--- src/rtl/mips_uart_tx_arbiter.sv ---
// Packet-granular round-robin arbiter that shares one UART transmitter between
// two word streams, serializing each granted word MSB byte first.
module mips_uart_tx_arbiter #(
    parameter int unsigned NBITS     = 32,
    parameter int unsigned DATA_BITS = 8
) (
    input  logic                 clk,
    input  logic                 reset,
    input  logic                 i_req0_valid,
    input  logic [NBITS-1:0]     i_req0_word,
    input  logic                 i_req0_last,
    output logic                 o_req0_ready,
    input  logic                 i_req1_valid,
    input  logic [NBITS-1:0]     i_req1_word,
    input  logic                 i_req1_last,
    output logic                 o_req1_ready,
    input  logic                 i_uart_tx_done,
    output logic [DATA_BITS-1:0] o_uart_tx_data,
    output logic                 o_uart_tx_start,
    output logic [1:0]           o_grant,
    output logic                 o_busy
);
    localparam int unsigned BYTES_PER_WORD = NBITS / DATA_BITS;
    localparam int unsigned CNT_W          = (BYTES_PER_WORD > 1) ? $clog2(BYTES_PER_WORD) : 1;
    localparam logic [CNT_W-1:0] LAST_BYTE = CNT_W'(BYTES_PER_WORD - 1);

    localparam logic [2:0] ST_IDLE      = 3'd0;
    localparam logic [2:0] ST_LOAD      = 3'd1;
    localparam logic [2:0] ST_SEND      = 3'd2;
    localparam logic [2:0] ST_WAIT_ACK  = 3'd3;
    localparam logic [2:0] ST_WAIT_DONE = 3'd4;

    logic [2:0]       r_state,    w_state_nx;
    logic             r_ptr,      w_ptr_nx;
    logic [1:0]       r_grant,    w_grant_nx;
    logic [NBITS-1:0] r_shift,    w_shift_nx;
    logic [CNT_W-1:0] r_byte_cnt, w_byte_cnt_nx;
    logic             r_last,     w_last_nx;

    logic             w_gnt_valid;
    logic [NBITS-1:0] w_gnt_word;
    logic             w_gnt_last;
    logic             w_start;

    // Mux of the currently granted requester's stream.
    assign w_gnt_valid = r_grant[1] ? i_req1_valid : (r_grant[0] & i_req0_valid);
    assign w_gnt_word  = r_grant[1] ? i_req1_word  : i_req0_word;
    assign w_gnt_last  = r_grant[1] ? i_req1_last  : i_req0_last;
    assign w_start     = (r_state == ST_SEND) & i_uart_tx_done;

    always_ff @(posedge clk or posedge reset) begin
        if (reset) begin
            r_state    <= ST_IDLE;
            r_ptr      <= 1'b0;
            r_grant    <= 2'b00;
            r_shift    <= '0;
            r_byte_cnt <= '0;
            r_last     <= 1'b0;
        end else begin
            r_state    <= w_state_nx;
            r_ptr      <= w_ptr_nx;
            r_grant    <= w_grant_nx;
            r_shift    <= w_shift_nx;
            r_byte_cnt <= w_byte_cnt_nx;
            r_last     <= w_last_nx;
        end
    end

    always_comb begin
        w_state_nx    = r_state;
        w_ptr_nx      = r_ptr;
        w_grant_nx    = r_grant;
        w_shift_nx    = r_shift;
        w_byte_cnt_nx = r_byte_cnt;
        w_last_nx     = r_last;
        case (r_state)
            ST_IDLE: begin
                // The pointed-to requester wins when both are valid.
                if (i_req0_valid | i_req1_valid) begin
                    w_grant_nx = (r_ptr ? !i_req1_valid : i_req0_valid) ? 2'b01 : 2'b10;
                    w_state_nx = ST_LOAD;
                end
            end
            ST_LOAD: begin
                if (w_gnt_valid) begin
                    w_shift_nx    = w_gnt_word;
                    w_last_nx     = w_gnt_last;
                    w_byte_cnt_nx = '0;
                    w_state_nx    = ST_SEND;
                end
            end
            ST_SEND: begin
                if (w_start) begin
                    w_state_nx = ST_WAIT_ACK;
                end
            end
            ST_WAIT_ACK: begin
                if (!i_uart_tx_done) begin
                    w_state_nx = ST_WAIT_DONE;
                end
            end
            ST_WAIT_DONE: begin
                if (i_uart_tx_done) begin
                    if (r_byte_cnt < LAST_BYTE) begin
                        w_shift_nx    = {r_shift[NBITS-DATA_BITS-1:0], DATA_BITS'(0)};
                        w_byte_cnt_nx = r_byte_cnt + CNT_W'(1);
                        w_state_nx    = ST_SEND;
                    end else if (r_last) begin
                        w_ptr_nx   = ~r_grant[1];
                        w_grant_nx = 2'b00;
                        w_state_nx = ST_IDLE;
                    end else begin
                        w_state_nx = ST_LOAD;
                    end
                end
            end
            default: begin
                w_state_nx = ST_IDLE;
                w_grant_nx = 2'b00;
            end
        endcase
    end

    assign o_req0_ready    = (r_state == ST_LOAD) & r_grant[0] & i_req0_valid;
    assign o_req1_ready    = (r_state == ST_LOAD) & r_grant[1] & i_req1_valid;
    assign o_uart_tx_data  = r_shift[NBITS-1 -: DATA_BITS];
    assign o_uart_tx_start = w_start;
    assign o_grant         = r_grant;
    assign o_busy          = (r_state != ST_IDLE);
endmodule

--- config.mk ---
export PLATFORM = sky130hd
export DESIGN_NAME = mips_uart_tx_arbiter
export DESIGN_NICKNAME = d
export VERILOG_FILES = /design/src/rtl/mips_uart_tx_arbiter.sv
export SDC_FILE = /design/constraint.sdc
export NUM_CORES = 1
export LEC_CHECK = 0
export ABC_AREA = 0
export CAP_MARGIN = 40
export CORE_ASPECT_RATIO = 1.25
export CORE_MARGIN = 8
export CORE_UTILIZATION = 45
export DETAILED_ROUTE_END_ITERATION = 8
export PLACE_DENSITY = 0.78
export SKIP_LAST_GASP = 1
export SLEW_MARGIN = 10
export SYNTH_ARGS = -nofsm -noshare
export SYNTH_HDL_FRONTEND = slang
export SYNTH_SLANG_ARGS = --single-unit
--- constraint.sdc ---
create_clock -name clk -period 2.3 [get_ports clk]
set_clock_uncertainty 0.05 [all_clocks]
set_input_delay 0.46 -clock clk [delete_from_list [all_inputs] [get_ports clk]]
set_output_delay 0.46 -clock clk [all_outputs]
set_load 0.005 [all_outputs]
[Word level (Yosys, flattened, before mapping)]
Index checks and enable logic that the tools add are counted.
Word-level totals
  word-level logic and storage cells: 66
  bits in registers: 41
  latch bits: 0
  memory bits (read-only): 0
  memories: 0
  bits in writable memories: 0
Operators by class
  divide/modulo/power cells: 0
  multiplexer cells: 26
  bitwise operators: 10
  reduce and logical (&&, ||, !) cells: 10
  add/subtract/negate cells: 1
  magnitude comparators: 1
  shift operators: 0
  eq/ne operators: 12
  multipliers: 0
Operator list (number)
  2-to-1 mux 32 bit: 4
  one-hot mux 32 bit (2 select lines): 1
  2-to-1 mux 2 bit: 9
  != test 2 bit (second input constant): 8
  2-to-1 mux 3 bit: 5
  one-hot mux 3 bit (5 select lines): 1
  AND reduction 5 bit: 2
  AND reduction 4 bit: 2
  bitwise AND 1 bit: 6
  == test 3 x 2 -> 1 bit (second input constant): 2
  one-hot mux 2 bit (3 select lines): 1
  2-to-1 mux 1 bit: 4
  one-hot mux 2 bit (2 select lines): 1
  == test 3 x 1 -> 1 bit (second input constant): 1
  == test 3 bit (second input constant): 1
  zero test 3 bit: 1
  NOT 1 bit: 3
  nonzero test 3 bit: 1
  OR reduction 3 bit: 1
  adder 2 x 1 -> 2 bit (second input constant): 1
  < comparator 2 bit (second input constant): 1
  AND reduction 2 bit: 1
  nonzero test 2 bit: 1
  zero test 1 bit: 1
  bitwise OR 1 bit: 1

[Longest topological paths before layout]
  depth in word-level cells: 5
  depth in mapped cells: 7
  depth with buffers taken out: 5

[Worst setup path after synthesis]
OpenSTA, ideal clock, no wires.
  kind: register to register
  start point: register r_state[1]
  end point: register r_shift[0]
  buffers on the path: 3
  cell stages (with the launch flop): 8
  path slack: 0.475 ns
  arrival time: 1.650 ns
  period minus slack after synthesis: 1.825 ns
  data required time: 2.125 ns
  cells stage by stage: dfrtp_1 > buf_6 > or3b_4 > a21oi_2 > nor2b_1 > buf_6 > buf_6 > mux2_4
On the way
  word-level cells in the longest chain between the ends: 3
  elaborated cells between the ends (all ways): 8
  those cells by class: eq/ne (5); mux (1); reduce/logical (2)
Ends and longest elaborated chain
  start, declared: line 33  | logic [2:0] r_state, w_state_nx;
  start signal, assigned: line 60  | r_state <= w_state_nx;
  == test 3 bit or == test 3 x 1 -> 1 bit (tied branches): line 76  | case (r_state)
  != test 2 bit (no line) or nonzero test 2 bit (tied branches)
  AND reduction 4 bit (no line)
  end signal, assigned: line 63  | r_shift <= w_shift_nx;
  end, declared: line 36  | logic [NBITS-1:0] r_shift, w_shift_nx;
Several ways; a longest one is shown, not always the timed one.
A chain may end at the register's enable or synchronous reset.

[Final worst setup path]
  start point: input i_uart_tx_done
  end point: output o_uart_tx_start
On the way
  word-level cells in the longest chain between the ends: 1
Ends and longest elaborated chain
  start, declared: line 17  | input logic i_uart_tx_done,
  bitwise AND 1 bit: line 49  | assign w_start = (r_state == ST_SEND) & i_uart_tx_done;
  end, declared: line 19  | output logic o_uart_tx_start,
Every way passes these cells.

==> flow_summary.yaml <==
outcome:
  outcome: "finished clean"
synth:
  synth.area.mux_share_pct: 32.0
  synth_area_leaders: "dfrtp_1 (41%), mux2_4 (17%), mux2i_1 (14%)"
  synth_ff_type: "dfrtp_1"
  synth.distinct_cells: 29
  synth_cells: 234
  synth_top_family_by_area: "multiplexers"
  ys_ff_latch: 41
  async_reset_ff_share_pct: 100
  yosysSeqAreaShare_pct: 40.7
  synthXorXnorAreaFrac_pct: 0
  synth_edf_count: 0
  syn_nets: 306
  syn_area_um2: 2520
  synthDominantCellAreaShare_pct: 40.7
  yosys.area_share.simple_pct: 10.8
  synth_compound_area_share_pct: 8.29
  yosysWarnings: 0
  syn_area_per_cell_um2: 10.8
  synth-adder-area-share_pct: 0.497
  yosys.area.top_type: "dfrtp_1"
critical_path:
  cp_max_fo: 2
  start_kind: "input pin"
  cp.required_ns: 1.79
  critPathArrivalTime_ns: 1.74
  end_kind: "output pin"
  crit_type: "input pin to output pin"
clock_network:
  post_cts_buffers: 0
  clk_pin_slew_worst_paths_ns: 0.08
  htree_levels: 2
  cts_tree: "built"
  ctsResizeCount: 0
  numCtsBuffers: 5
  clock_latency_ns: 0.30
  cts_buffer_depth: 2
  clock_sinks: 41
  ctsHoldBuffers: 0
  ctsRootBufferMaster: "clkbuf_8"
timing:
  fmax_mhz: 445
  max_slew_margin_pct: 65.6
  setup_tns_ns: 0
  fin_ws_ns: 0.0537
  period_minus_slack_ns: 2.25
  timing.final.crit_share_pct: 97.7
  final_hold_viol_count: 0
  rsz0062_at_grt: "false"
  tightest_slew_ns: 0.516
  setup_viol: 0
  maxSlewViolCount: 0
placed_design:
  io_buffers: 84
  dpl_worst_slack_ns: 0.0363
  place.gp.congestion: 0.805
  dpl.hpwl_um: 4530
  placed_cell_area_um2: 3410
final_layout:
  final_area_um2: 3540
  drive_gt1_share_pct: 17.6
  area_delta_synth_final_pct: 40.5
  antennaDiodeCount: 0
  layout.nets: 384
  final_util_pct: 65.5
drt:
  via_per_inst: 5.11
  avgRoutedWirePerCell_um: 15.5
  dr_total_vias: 1927
  wirelength_um: 5840
  drtAntennaViolNets: 0
  drc: 0
  drt-initial-drc-count: 115
  firstDrtPassIters: 6
global_routing:
  grt_first_pass_wirelength_um: 9780
  grt_pass1_vias: 2046
  grt_start_max_net_pins: 60
  overflow: 0
  antenna_found_initial: 0
  track_usage_pct: 14.1
pwr:
  totalPowerFinal_w: 0.00394
  powerDensity_nw_per_um2: 1110
  p_leak_nw: 1.63
  ir_drop_uv: 651
worst_hold_path:
  hp-class: "register to register"
run:
  drv_cap: 0
die:
  initial_utilization_pct: 46.6
  ioPinCount: 85
  die_y_um: 99.7
  row_count: 30
  fp.dieArea_um2: 8270
  die_w_um: 82.9
  core-area_um2: 5410
-- cells by family after synthesis --
family,Yosys count
mux,66
flops,41
buf+inv,28
fa+ha+maj,1
compound gates,38
simple gates,60
-- state kept, by name (all words and copies together), names as in the netlist --
| name | cells |
|---|---|
| r_shift | 32 |
| r_state | 3 |
| o_grant | 2 |
| r_byte_cnt | 2 |
| r_last | 1 |
| r_ptr | 1 |
-- worst max-delay path: stages --
cell	delay (ns)
clkdlybuf4s50_1	0.47
nor4bb_1	0.26
clkdlybuf4s50_1	0.55
-- stage by stage --
step                std cells  hold slack, ns
floorplan                 234           0.398
global placement          369           0.420
detailed placement        369           0.431
CTS                       377           0.450
global route              377           0.473
finish                    377           0.443
-- where the power goes --
group | leakage (nW) | switching, W | total [W] | internal (W)
clock network | 0.0585 | 0.000250 | 0.000604 | 0.000354
logic | 1.08 | 0.000777 | 0.00203 | 0.00125
registers | 0.495 | 0.000217 | 0.00130 | 0.00109
-- synth_stat cells, types with 2 or more instances --
master,number
nand3b_1,4
dfrtp_1,41
nand2_1,34
nor2_1,14
clkbuf_1,4
buf_4,10
a21oi_1,5
nor2b_1,2
buf_6,3
inv_1,3
o31ai_1,2
buf_2,5
mux2i_1,34
buf_8,2
mux2_1,4
nor3_1,2
mux2_4,28
o21ai_0,26
-- per-layer routing --
metal / routed length (um) / vias up / track usage, % / share of wire (%)
li1: - / 960 / - / -
met1: 2680 / 896 / 17.4 / 46
met2: 2780 / 64 / 23.1 / 47
met3: 321 / 7 / 4.17 / 5.5
met4: 72 / 0 / 4.47 / 1.2
met5: 0 / - / 0 / 0
-- final timing paths --
kind                                      from         endpoint  slack [ns]  depth (start not counted)
worst min register to register           r_ptr            r_ptr        0.44                          2
worst max register to register      r_state[2]      r_shift[23]        0.46                          6
min in group asynchronous                reset       r_state[1]        0.55                          3
worst min-delay path                     r_ptr            r_ptr        0.44                          2
worst max-delay path            i_uart_tx_done  o_uart_tx_start        0.05                          3
max in group asynchronous                reset       o_grant[1]        1.26                          3
-- placed cells by master (no fill, tap or decap) --
| cell type | n |
|---|---|
| nor3_1 | 1 |
| nand3b_1 | 4 |
| dfrtp_2 | 1 |
| a21o_1 | 1 |
| bufinv_16 | 1 |
| inv_2 | 1 |
| nor3_2 | 1 |
| nor2b_4 | 1 |
| nor3b_4 | 1 |
| nor2_1 | 14 |
| o31ai_1 | 2 |
| buf_12 | 4 |
| a21oi_1 | 5 |
| clkbuf_1 | 1 |
| buf_4 | 8 |
| or3b_4 | 1 |
| nor2b_1 | 1 |
| mux2_4 | 28 |
| ha_1 | 1 |
| a31o_2 | 1 |
| and3_1 | 1 |
| dfrtp_1 | 40 |
| o21ai_0 | 26 |
| nand2_1 | 34 |
| inv_1 | 2 |
| a21oi_2 | 1 |
| a211oi_1 | 1 |
| a31oi_1 | 1 |
| dlymetal6s2s_1 | 2 |
| mux2i_1 | 34 |
| nor4bb_1 | 1 |
| clkdlybuf4s50_1 | 82 |
| mux2_1 | 4 |
| clkbuf_8 | 6 |
-- final cells by class --
cell class / instances / area [um2]
tap: 64 / 80.1
fill: 452 / 1870
timing repair buffer: 96 / 986
sequential: 41 / 1030
clock buffer: 7 / 86.3
inverter: 3 / 11.3
clock inverter: 1 / 30.0
multi-input combinational: 165 / 1320
(Power assumes the default switching activity.)
